## src/rtl/dropout_sequencer.sv

```systemverilog
// Dropout sequencer: streams one vector through a one-deep output register,
// zeroing elements whose LFSR draw falls below the latched drop threshold.
module dropout_sequencer #(
    parameter int          VEC_LEN   = 16,
    parameter int          DATA_W    = 8,
    parameter logic [15:0] LFSR_SEED = 16'hACE1
) (
    input  logic                           clk,
    input  logic                           rst,
    input  logic                           start,
    input  logic                           train_en,
    input  logic [7:0]                     drop_thresh,
    input  logic [DATA_W-1:0]              in_data,
    input  logic                           in_valid,
    output logic                           in_ready,
    output logic [DATA_W-1:0]              out_data,
    output logic                           out_valid,
    input  logic                           out_ready,
    output logic                           out_last,
    output logic                           busy,
    output logic                           done,
    output logic [$clog2(VEC_LEN+1)-1:0]   drop_count
);

    localparam int CNT_W = $clog2(VEC_LEN + 1);
    localparam logic [CNT_W-1:0] LEN_C  = CNT_W'(VEC_LEN);
    localparam logic [CNT_W-1:0] LAST_C = CNT_W'(VEC_LEN - 1);
    localparam logic [15:0] SEED_C = (LFSR_SEED == 16'h0) ? 16'h0001 : LFSR_SEED;
    localparam logic [15:0] POLY_C = 16'hB400;

    typedef enum logic [1:0] {
        S_IDLE,
        S_RUN,
        S_DONE
    } state_e;

    state_e              state_q, state_d;
    logic [CNT_W-1:0]    idx_q, idx_d;
    logic [CNT_W-1:0]    cnt_q, cnt_d;
    logic                train_q, train_d;
    logic [7:0]          thresh_q, thresh_d;
    logic [15:0]         lfsr_q, lfsr_d;
    logic [DATA_W-1:0]   odata_q, odata_d;
    logic                ovalid_q, ovalid_d;
    logic                olast_q, olast_d;

    logic rdy;
    logic accept;
    logic handoff;
    logic drop;

    always_comb begin
        state_d  = state_q;
        idx_d    = idx_q;
        cnt_d    = cnt_q;
        train_d  = train_q;
        thresh_d = thresh_q;
        lfsr_d   = lfsr_q;
        odata_d  = odata_q;
        ovalid_d = ovalid_q;
        olast_d  = olast_q;
        rdy      = 1'b0;
        accept   = 1'b0;
        handoff  = ovalid_q && out_ready;
        drop     = train_q && (lfsr_q[7:0] < thresh_q);

        unique case (state_q)
            S_IDLE: begin
                if (start) begin
                    train_d  = train_en;
                    thresh_d = drop_thresh;
                    idx_d    = '0;
                    cnt_d    = '0;
                    olast_d  = 1'b0;
                    state_d  = S_RUN;
                end
            end
            S_RUN: begin
                // Input closes once the final element has been taken.
                rdy    = (idx_q != LEN_C) && (!ovalid_q || out_ready);
                accept = rdy && in_valid;
                if (handoff) begin
                    ovalid_d = 1'b0;
                end
                if (accept) begin
                    odata_d  = drop ? '0 : in_data;
                    ovalid_d = 1'b1;
                    olast_d  = (idx_q == LAST_C);
                    idx_d    = idx_q + 1'b1;
                    lfsr_d   = {1'b0, lfsr_q[15:1]} ^ (lfsr_q[0] ? POLY_C : 16'h0);
                    if (drop) begin
                        cnt_d = cnt_q + 1'b1;
                    end
                end
                if (handoff && olast_q) begin
                    state_d = S_DONE;
                end
            end
            S_DONE: begin
                state_d = S_IDLE;
            end
            default: begin
                state_d = S_IDLE;
            end
        endcase
    end

    always_ff @(posedge clk) begin
        if (rst) begin
            state_q  <= S_IDLE;
            idx_q    <= '0;
            cnt_q    <= '0;
            train_q  <= 1'b0;
            thresh_q <= '0;
            lfsr_q   <= SEED_C;
            odata_q  <= '0;
            ovalid_q <= 1'b0;
            olast_q  <= 1'b0;
        end else begin
            state_q  <= state_d;
            idx_q    <= idx_d;
            cnt_q    <= cnt_d;
            train_q  <= train_d;
            thresh_q <= thresh_d;
            lfsr_q   <= lfsr_d;
            odata_q  <= odata_d;
            ovalid_q <= ovalid_d;
            olast_q  <= olast_d;
        end
    end

    assign in_ready   = rdy;
    assign out_data   = odata_q;
    assign out_valid  = ovalid_q;
    assign out_last   = olast_q;
    assign busy       = (state_q != S_IDLE);
    assign done       = (state_q == S_DONE);
    assign drop_count = cnt_q;

endmodule

```

## config.mk

```make
export PLATFORM = sky130hd
export DESIGN_NAME = dropout_sequencer
export DESIGN_NICKNAME = d
export VERILOG_FILES = /design/src/rtl/dropout_sequencer.sv
export SDC_FILE = /design/constraint.sdc
export NUM_CORES = 1
export LEC_CHECK = 0
export CAP_MARGIN = 25
export CORE_MARGIN = 8
export CORE_UTILIZATION = 35
export DETAILED_ROUTE_END_ITERATION = 6
export DONT_BUFFER_PORTS = 1
export PLACE_DENSITY_LB_ADDON = 0.3
export SKIP_LAST_GASP = 1
export SLEW_MARGIN = 20
export SYNTH_ARGS = -nofsm -noshare
export SYNTH_HDL_FRONTEND = slang
export SYNTH_SLANG_ARGS = --single-unit
export TNS_END_PERCENT = 20
```

## constraint.sdc

```tcl
create_clock -name clk -period 3.3 [get_ports clk]
set_input_delay 0.99 -clock clk [delete_from_list [all_inputs] [get_ports clk]]
set_output_delay 0.99 -clock clk [all_outputs]
set_load 0.01 [all_outputs]
```

* Yosys cells after proc, flatten, opt, wreduce, memory -nomap -nowiden *
Index checks and enable logic that the tools add are counted.
W data, S select, Z words.

cells by class
  $add $sub $neg = 2
  magnitude comparators = 1
  equal/unequal tests = 8
  muxes and demuxes = 17
  bitwise operators = 1
  reductions and logical operators = 17

operators with widths
  operator               count
  $mux W5                4
  $pmux W5 S2            2
  $mux W16               1
  $xor A15 B16 Y16       1
  $add A5 B1 Y5 const B  2
  $lt A8 B8 Y1           1
  $mux W8                1
  $ne A2 B2 Y1 const B   4
  $reduce_and A2 Y1      4
  $reduce_bool A2 Y1     3
  $eq A5 B4 Y1 const B   1
  $logic_and A1 B1 Y1    5
  $mux W1                5
  $ne A5 B5 Y1 const B   1
  $mux W2                2
  $pmux W2 S2            1
  $reduce_and A4 Y1      1
  $reduce_and A3 Y1      1
  $eq A2 B1 Y1 const B   1
  $eq A2 B2 Y1 const B   1
  $logic_not A2 Y1       1
  $pmux W1 S2            1
  $logic_not A1 Y1       1
  $logic_or A1 B1 Y1     1

storage, ports and cells
  register bits = 47
  output and inout port bits = 18
  logic and storage cells = 55

* Longest topological paths before layout *
Gate-level depths: netlist (run 1).

  word-level depth = 6
  depth in mapped cells = 8
  depth with buffers taken out = 7

* Least setup slack after synthesis (run 1) *
OpenSTA, ideal clock, no wires.

  path type = input-to-output
  from = input out_ready
  to = output in_ready
  arrival time = 1.265 ns
  setup slack = 1.045 ns
  stages = 2
  path buffers = 0
  path through = o21ai_0 > nor2b_1

on the way
  longest elaborated chain between the ends = 3

RTL lines
  what                 line  RTL
  from (decl)          18    input logic out_ready,
  $logic_or A1 B1 Y1   80    rdy = (idx_q != LEN_C) && (!ovalid_q || out_ready);
  $logic_and A1 B1 Y1  80
  $mux W1              67    unique case (state_q)
  to (decl)            15    output logic in_ready,

No other way between the ends.

* Worst setup path in the final report (run 1) *
  from = register idx_q[0]
  to = output in_ready

on the way
  longest elaborated chain between the ends = 3

RTL lines
  what                    line  RTL
  from (decl)             38    logic [CNT_W-1:0] idx_q, idx_d;
  from (signal assigned)  121   idx_q <= idx_d;
  $ne A5 B5 Y1            80
  $logic_and A1 B1 Y1     80
  $mux W1                 67

No other way between the ends.

==> qor.txt, run 1 <==
cts hold-fix bufs = 0
Crit Path Class = reg2out
Hold WS = 449 ps
CTS clk-pin slew, worst paths = 80 ps
Final Max Tran Viols = 0
chip width = 94.1 um
worst reg2reg startpoint = idx_q[0]
Setup WS post-layout = 911 ps
cells after synthesis = 252
Filler Cell Count = 614
Synth Area per Inst = 8.46 um^2
TritonCTS Sinks = 47
Synth Cell Area = 2130 um^2
Worst Tran Pin Value = 797 ps
Total Routing Usage GR = 10.8%
# nets final = 280
Iteration-0 DRC Markers = 101
Worst Reg-to-Reg Cells = 7
Final Hold Violating Endpoints = 0
post-detailed-route DRC marker count = 0
share of cells above drive strength 1 = 5.24%
min cycle time layout = 2390 ps
crit-path cells = inv_1 > ha_1 > nand4bb_1 > nor2b_1
Max Clock Skew = 6.16 ps
pin count of the biggest net entering global routing = 47
Ant. Diodes = 0
Worst setup SP type = register
RSZ-0062 raised after global routing = no
die area = 8850 um^2
post-synthesis sequential area ratio = 44.1%
post-CTS setup buffers = 0
Crit. End Element = primary output
I/O pin total = 40
outcome = complete, no violations
grt total ovfl = 0
WP data required = 2310 ps
# rows = 28
fmax = 0.419 GHz
port bufs = 0
global placement routability congestion = 0.702
area grow syn2layout = 7.04%
vias in the first global route = 1616
WHS Path Cells = 2
CP max stage cell = dfxtp_1
synth warn = 0
CORE AREA = 5920 um^2
Min-Delay Path Class = reg2reg
hpwl dp = 3200 um
register bit count reported by yosys = 47
fin crit share = 72.4%
WL/cell = 13.8 um
H-tree lvl count = 2
first-pass iteration count of the detailed router = 4
first-pass GRT wire length = 7630 um
GR Layer Usage met1 = 12.6%
Max IR drop VDD = 0.172 mV
Slowest Stage Delay on Critical Path = 400 ps
Yosys cell types = 36
met2 usage = 17.2%
vias per cell = 5.08
setup_tns = 0 ps
slew margin rel. = 46.9%
initial core utilization = 36.0%
Mapped Nets = 285
clk root buf = clkbuf_8
Power Dens Cells = 475 nW/um^2
flop2flop setup slack = 1040 ps
worst r2r dst = drop_count[2]
Post-Place Worst Slack = 876 ps
CTS tree = yes
Critical Path AT = 1400 ps
die height = 94.1 um
total number of vias = 1641
worst hold path endpoint = lfsr_q[14]
worst hold start = lfsr_q[15]
worst-skew pair later-pin latency = 300 ps
CP max FO = 4
leakage power = 0.844 nW
Post-Route WL = 4440 um
clock buffer depth = 2
area of the multi-input gates = 1080 um^2
max_cap viols = 0
initial antenna violation count = 0
ANT nets after route = 0
gr busiest metal = met2
routing usage on met3 = 4.32%
sequential cell area = 941 um^2
CTS buffer count = 5
Post-CTS Resized = 0
final setup fails = 0
-- stage by stage --
stage / std cells / power (mW) / area [um^2] / utilization [%]
after detailed placement: 315 / 0.720 / 2180 / 36.9
final: 323 / 1.08 / 2280 / 38.5
after global routing: 323 / 1.15 / 2280 / 38.5
after floorplan: 252 / 0.706 / 2130 / -
after global placement: 315 / 0.718 / 2180 / 36.9
after CTS: 323 / 1.10 / 2280 / 38.5
-- report_power, final --
part	internal [mW]	total [mW]	leakage [nW]	switching, mW
clock network	0.191	0.381	0.0515	0.189
registers	0.590	0.608	0.383	0.0182
logic	0.0406	0.0961	0.409	0.0556
total	0.822	1.08	0.844	0.263
-- metal layers --
layer	vias up	share of wire (%)	routed length [um]
li1	849	-	-
met1	749	43	1930
met2	36	47	2100
met3	7	7.9	350
met4	0	1.6	70
met5	-	0	0
-- synthesized netlist by cell type (all sizes together) --
cell / instances / share of area (%)
o2111a: 1 / 0.53
nand2b: 2 / 0.59
nand2: 50 / 8.8
nand3b: 7 / 2.5
nand4bb: 1 / 0.53
a21oi: 27 / 6.3
o21ai: 2 / 0.47
xnor2: 4 / 1.6
or2b: 1 / 0.35
nor2b: 4 / 1.5
and3: 3 / 0.88
a2111oi: 1 / 0.41
ha: 11 / 6.5
nor2: 12 / 2.2
a211oi: 1 / 0.35
mux2i: 8 / 3.8
o2111ai: 1 / 1.2
buf: 2 / 0.76
or3: 6 / 1.8
nor3: 12 / 2.8
o21a: 1 / 0.35
a22oi: 1 / 0.35
nor4: 2 / 0.59
o211ai: 2 / 0.70
inv: 12 / 2.1
nand3: 8 / 1.9
xor2: 2 / 0.82
nand4: 3 / 0.88
dfxtp: 47 / 44
and2: 1 / 0.29
clkbuf: 13 / 2.3
a211o: 4 / 1.6
-- flip-flops by register name, indices dropped and copies added (netlist names), 2 cells and up --
register    cells
drop_count      5
thresh_q        8
lfsr_q         16
out_data        8
idx_q           5
state_q         2
-- cell families after synthesis --
family	synth area share [%]
AOI/OAI and AO/OA	12.4
xor gates and xnor gates	2.46
and+or+nand+nor	25.6
adders and majority gates	6.46
buffers and inverters	5.22
DFF	44.1
muxes	3.76
-- worst max-delay path, delay by kind of cell, from the launching register on --
family	cells	cell delay [ps]
AND/OR/NAND/NOR	2	450
buffers and inverters	1	60
adder cells (fa/ha/maj)	1	190
flip-flops	1	400
-- area by class of cell --
type / count / area share, %
Sequential cell: 47 / 41.2
Multi-Input combinational cell: 178 / 47.3
Clock buffer: 8 / 4.39
Inverter: 12 / 1.97
Timing Repair Buffer: 3 / 0.987
Tap cell: 75 / 4.11
-- placed cells by master (no fill, tap or decap), types with 6 or more instances in the layout --
cell type	instances
ha_1	11
a21oi_1	27
nand2_1	50
dfxtp_1	47
clkbuf_8	7
nand3_1	8
or3_1	6
mux2i_1	8
nor3_1	12
nor2_1	11
inv_1	12
nand3b_1	7
-- how the worst max path moves through the flow --
stage | from | endpoint | cells past startpoint
4_1_cts | idx_q[0] | in_ready | 4
3_5_place_dp | in_valid | drop_count[2] | 4
2_1_floorplan | out_ready | in_ready | 2
6_report | idx_q[0] | in_ready | 4
5_1_grt | idx_q[0] | in_ready | 4
3_3_place_gp | in_valid | drop_count[2] | 4
Note: power is estimated with default switching activity, not from simulation.
==> run 2: changes to the inputs <==
==> constraint.sdc (replaced) <==
create_clock -name clk -period 2 [get_ports clk]
set_input_delay 0.6 -clock clk [delete_from_list [all_inputs] [get_ports clk]]
set_output_delay 0.6 -clock clk [all_outputs]
set_load 0.01 [all_outputs]
==> qor.txt, run 2 (synthesis gave the netlist of run 1 again) <==
outcome = complete, no violations
Total Routing Usage GR = 11.0%
fin crit share = 95.7%
clk root buf = clkbuf_8
initial antenna violation count = 0
hpwl dp = 3150 um
most common cell after layout, fill and taps aside = nand2_1
I/O pin total = 40
total number of vias = 1666
CP max FO = 6
vias per cell = 5.02
worst reg2reg startpoint = thresh_q[6]
commonest non-fill, non-tap cells in the layout = 50 x nand2_1, 44 x dfxtp_1, 26 x a21oi_1, 12 x inv_1, 12 x nor3_1
Final Max Tran Viols = 0
CTS buffer count = 5
post-CTS setup buffers = 0
CORE AREA = 5920 um^2
Ant. Diodes = 0
cts hold-fix bufs = 0
CP bufs+invs = 1
min cycle time layout = 1910 ps
TritonCTS Sinks = 47
flip-flop count of the largest register after layout = 16
Max IR drop VDD = 0.254 mV
CP endpoint = drop_count[0]
max_cap viols = 0
Worst Reg-to-Reg Cells = 7
global placement routability congestion = 0.765
Final Hold Violating Endpoints = 0
WP depth = 7
Worst Tran Pin Value = 426 ps
Setup crit start = thresh_q[6]
area grow syn2layout = 12.9%
Power Dens Cells = 794 nW/um^2
slew margin rel. = 71.6%
chip width = 94.1 um
worst-skew pair later-pin latency = 300 ps
WL/cell = 13.7 um
ANT nets after route = 0
worst r2r dst = drop_count[0]
H-tree lvl count = 2
CP max stage cell = or3_4
share of cells above drive strength 1 = 12.1%
Min-Delay Path Class = in2reg
grt total ovfl = 0
Hold WS = 356 ps
# rows = 28
Most flops, register = lfsr_q
Max Clock Skew = 5.35 ps
Crit. End Element = register
Filler Cell Count = 625
vias in the first global route = 1587
first-pass GRT wire length = 7770 um
Worst setup SP type = register
first-pass iteration count of the detailed router = 4
CTS clk-pin slew, worst paths = 90 ps
fmax = 0.523 GHz
RSZ-0062 raised after global routing = yes
initial core utilization = 36.0%
post-detailed-route DRC marker count = 0
Slowest Stage Delay on Critical Path = 440 ps
clock buffer depth = 2
die area = 8850 um^2
final setup fails = 0
Crit Path Class = reg2reg
CP delay by family, top = simple AND/OR/NAND/NOR gates
CTS tree = yes
CP dominant cell by count = or3_4
total chip power = 1.91 mW
die height = 94.1 um
leakage power = 0.911 nW
# nets final = 289
WHS Path Cells = 1
WP data required = 2240 ps
flop2flop setup slack = 90 ps
crit-path cells = inv_1 > ha_1 > nand4_1 > nand3b_1 > or3_4 > or3_4 > a21oi_2
Post-Route WL = 4550 um
pin count of the biggest net entering global routing = 47
Iteration-0 DRC Markers = 103
Critical Path AT = 2160 ps
port bufs = 0
## run 2: final cells by class
class | count | area, um^2 | share of cell area [%]
Clock buffer | 6 | 82.6 | 3.43
Clock inverter | 2 | 35.0 | 1.46
Inverter | 12 | 45.0 | 1.87
Multi-Input combinational cell | 178 | 1100 | 45.8
Sequential cell | 47 | 945 | 39.3
Tap cell | 75 | 93.8 | 3.90
Timing Repair Buffer | 12 | 103 | 4.26
## run 2: repair_timing
item / CTS / global route
pin swaps: 0 / 1
endpoints found under the setup margin: 1 / 13
resized for setup: 1 / 9
endpoints found under the hold margin: 0 / 0
## run 2: worst min path at each step
stage	endpoint	start
after detailed placement	lfsr_q[14]	lfsr_q[15]
after global routing	thresh_q[5]	rst
after global placement	lfsr_q[14]	lfsr_q[15]
after floorplan	lfsr_q[8]	lfsr_q[9]
after CTS	state_q[0]	rst
final	thresh_q[7]	rst
## run 2: worst register-to-register path: stages, from the launching register on
cell and delay (ps):
dfxtp_2 340, inv_1 40, ha_1 320, nand4_1 110
nand3b_1 120, or3_4 440, or3_4 380, a21oi_2 110
## run 2: per-stage QoR
step,area [um^2],util (%),worst slack [ps],instances,setup TNS (ps)
2_1_floorplan,2130,-,46.5,252,0
3_3_place_gp,2260,38.2,127,324,0
3_5_place_dp,2260,38.2,80.5,324,0
4_1_cts,2380,40.2,16.6,332,0
5_1_grt,2410,40.6,-15.7,332,-15.7
6_report,2410,40.6,86.3,332,0
## run 2: power breakdown
part	switching, mW	leakage, nW	internal, mW	total (mW)
combinational	0.100	0.466	0.0795	0.180
clock	0.324	0.0612	0.405	0.728
sequential	0.0273	0.384	0.974	1.00
total	0.451	0.911	1.46	1.91
## run 2: layer usage
layer	routed length (um)	vias up	track usage, %
li1	-	869	-
met1	2150	755	13.8
met2	2030	35	16.7
met4	61	0	3.96
met3	305	7	3.92
met5	0	-	0
==> run 3: changes to the inputs <==
--- a/config.mk
+++ b/config.mk
@@ -10,7 +10,7 @@
 export CORE_UTILIZATION = 35
 export DETAILED_ROUTE_END_ITERATION = 6
 export DONT_BUFFER_PORTS = 1
-export PLACE_DENSITY_LB_ADDON = 0.3
+export PLACE_DENSITY = 0.61
 export SKIP_LAST_GASP = 1
 export SLEW_MARGIN = 20
 export SYNTH_ARGS = -nofsm -noshare
==> qor.txt, run 3 (synthesis gave the netlist of run 1 again) <==
CTS clk-pin slew, worst paths = 90 ps
first-pass iteration count of the detailed router = 4
RSZ-0062 raised after global routing = yes
worst-skew pair later-pin latency = 300 ps
Post-Route WL = 4480 um
clock buffer depth = 2
flip-flop count of the largest register after layout = 16
# rows = 28
die area = 8850 um^2
cts hold-fix bufs = 0
crit-path cells = nor2b_4 > buf_4 > o21ai_1 > nor2b_2
first-pass GRT wire length = 7230 um
global placement routability congestion = 0.759
WP data required = 1400 ps
DP Area = 2270 um^2
pin count of the biggest net entering global routing = 47
design area = 2420 um^2
ANT nets after route = 0
Worst Tran Pin Value = 431 ps
Final Hold Violating Endpoints = 0
most common cell after layout, fill and taps aside = nand2_1
post-detailed-route DRC marker count = 0
Ant. Diodes = 0
die height = 94.1 um
port bufs = 0
post-CTS setup buffers = 0
Total Routing Usage GR = 10.1%
chip width = 94.1 um
CORE AREA = 5920 um^2
initial core utilization = 36.0%
grt total ovfl = 0
Most flops, register = lfsr_q
I/O pin total = 40
Max IR drop VDD = 0.478 mV
vias in the first global route = 1532
worst r2r dst = drop_count[0]
Post-Place Worst Slack = 91.6 ps
CTS tree = yes
area grow syn2layout = 13.6%
Crit Path Class = reg2out
CTS buffer count = 5
hpwl dp = 3110 um
Crit. End Element = primary output
WHS Path Cells = 1
initial antenna violation count = 0
Setup WS post-layout = 125 ps
Filler Cell Count = 605
clk root buf = clkbuf_8
H-tree lvl count = 2
WL/cell = 13.5 um
max_cap viols = 0
CP max stage cell = dfxtp_2
Slowest Stage Delay on Critical Path = 350 ps
outcome = complete, no violations
fin crit share = 93.7%
total number of vias = 1678
Max Clock Skew = 6.95 ps
share of cells above drive strength 1 = 10.1%
final setup fails = 0
Iteration-0 DRC Markers = 50
Min-Delay Path Class = in2reg
slew margin rel. = 71.3%
Power Dens Cells = 828 nW/um^2
vias per cell = 5.05
TritonCTS Sinks = 47
Critical Path AT = 1270 ps
flop2flop setup slack = 130 ps
CP max FO = 7
fmax = 0.533 GHz
worst hold start = rst
Final Max Tran Viols = 0
worst hold path endpoint = state_q[0]
Worst Reg-to-Reg Cells = 8
worst reg2reg startpoint = thresh_q[1]
leakage power = 0.912 nW
Worst setup SP type = register
commonest non-fill, non-tap cells in the layout = 50 x nand2_1, 46 x dfxtp_1, 27 x a21oi_1, 12 x inv_1, 12 x nor3_1
total chip power = 2.01 mW
# nets final = 289
min cycle time layout = 1870 ps
==> run 3: cell count changes in the layout (fill, tap and decap cells not counted), sizes merged <==
cell | before | now
bufinv | 1 | 2
clkbuf | 6 | 5
clkinv | 1 | 0
clkinvlp | 0 | 1
==> run 3: cell type report <==
cell class	instances	area, um^2	share of cell area (%)
Clock inverter	3	67.6	2.79
Clock buffer	5	68.8	2.84
Inverter	12	45.0	1.86
Timing Repair Buffer	12	115	4.75
Sequential cell	47	942	38.9
Tap cell	75	93.8	3.88
Multi-Input combinational cell	178	1090	45.0
==> run 3: report_power, final <==
group / total [mW] / internal [mW] / switching (mW)
Combinational: 0.178 / 0.0789 / 0.0989
Clock: 0.827 / 0.498 / 0.329
Sequential: 1.00 / 0.974 / 0.0268
==> run 3: stage by stage <==
step | instances | setup TNS [ps] | hold WS [ps] | utilization (%)
floorplan | 252 | 0 | 432 | -
global placement | 324 | 0 | 437 | 38.4
detailed placement | 324 | 0 | 443 | 38.4
CTS | 332 | 0 | 347 | 40.8
global route | 332 | -2.92 | 334 | 40.9
finish | 332 | 0 | 353 | 40.9
==> run 3: layer usage <==
metal  global-route usage (%)  share of wire, %  wire, um
met1                     12.3                47      2100
met4                     4.49               1.5        69
met3                     2.96               4.8       215
met2                     16.2                47      2090
met5                        0                 0         0
==> run 3: repair_timing <==
item                       in CTS  in global routing
gates resized for setup         1                  4
gates cloned                    0                  0
pin swaps                       0                  0
setup endpoints to repair       1                 13
==> run 3: critical path, delay by kind of cell, from the launching register on <==
kind | cells | cell delay, ps
buffers and inverters | 1 | 170
and+or+nand+nor | 2 | 370
AOI/OAI and AO/OA | 1 | 90
DFF | 1 | 350
==> run 3: worst max path at each step <==
stage,start,endpoint,slack (ps),depth (start not counted)
floorplan,idx_q[0],drop_count[0],50,8
global placement,thresh_q[1],drop_count[0],80,8
detailed placement,idx_q[0],drop_count[0],90,7
CTS,state_q[0],in_ready,20,4
global route,thresh_q[1],drop_count[0],-3,8
finish,state_q[0],in_ready,130,4
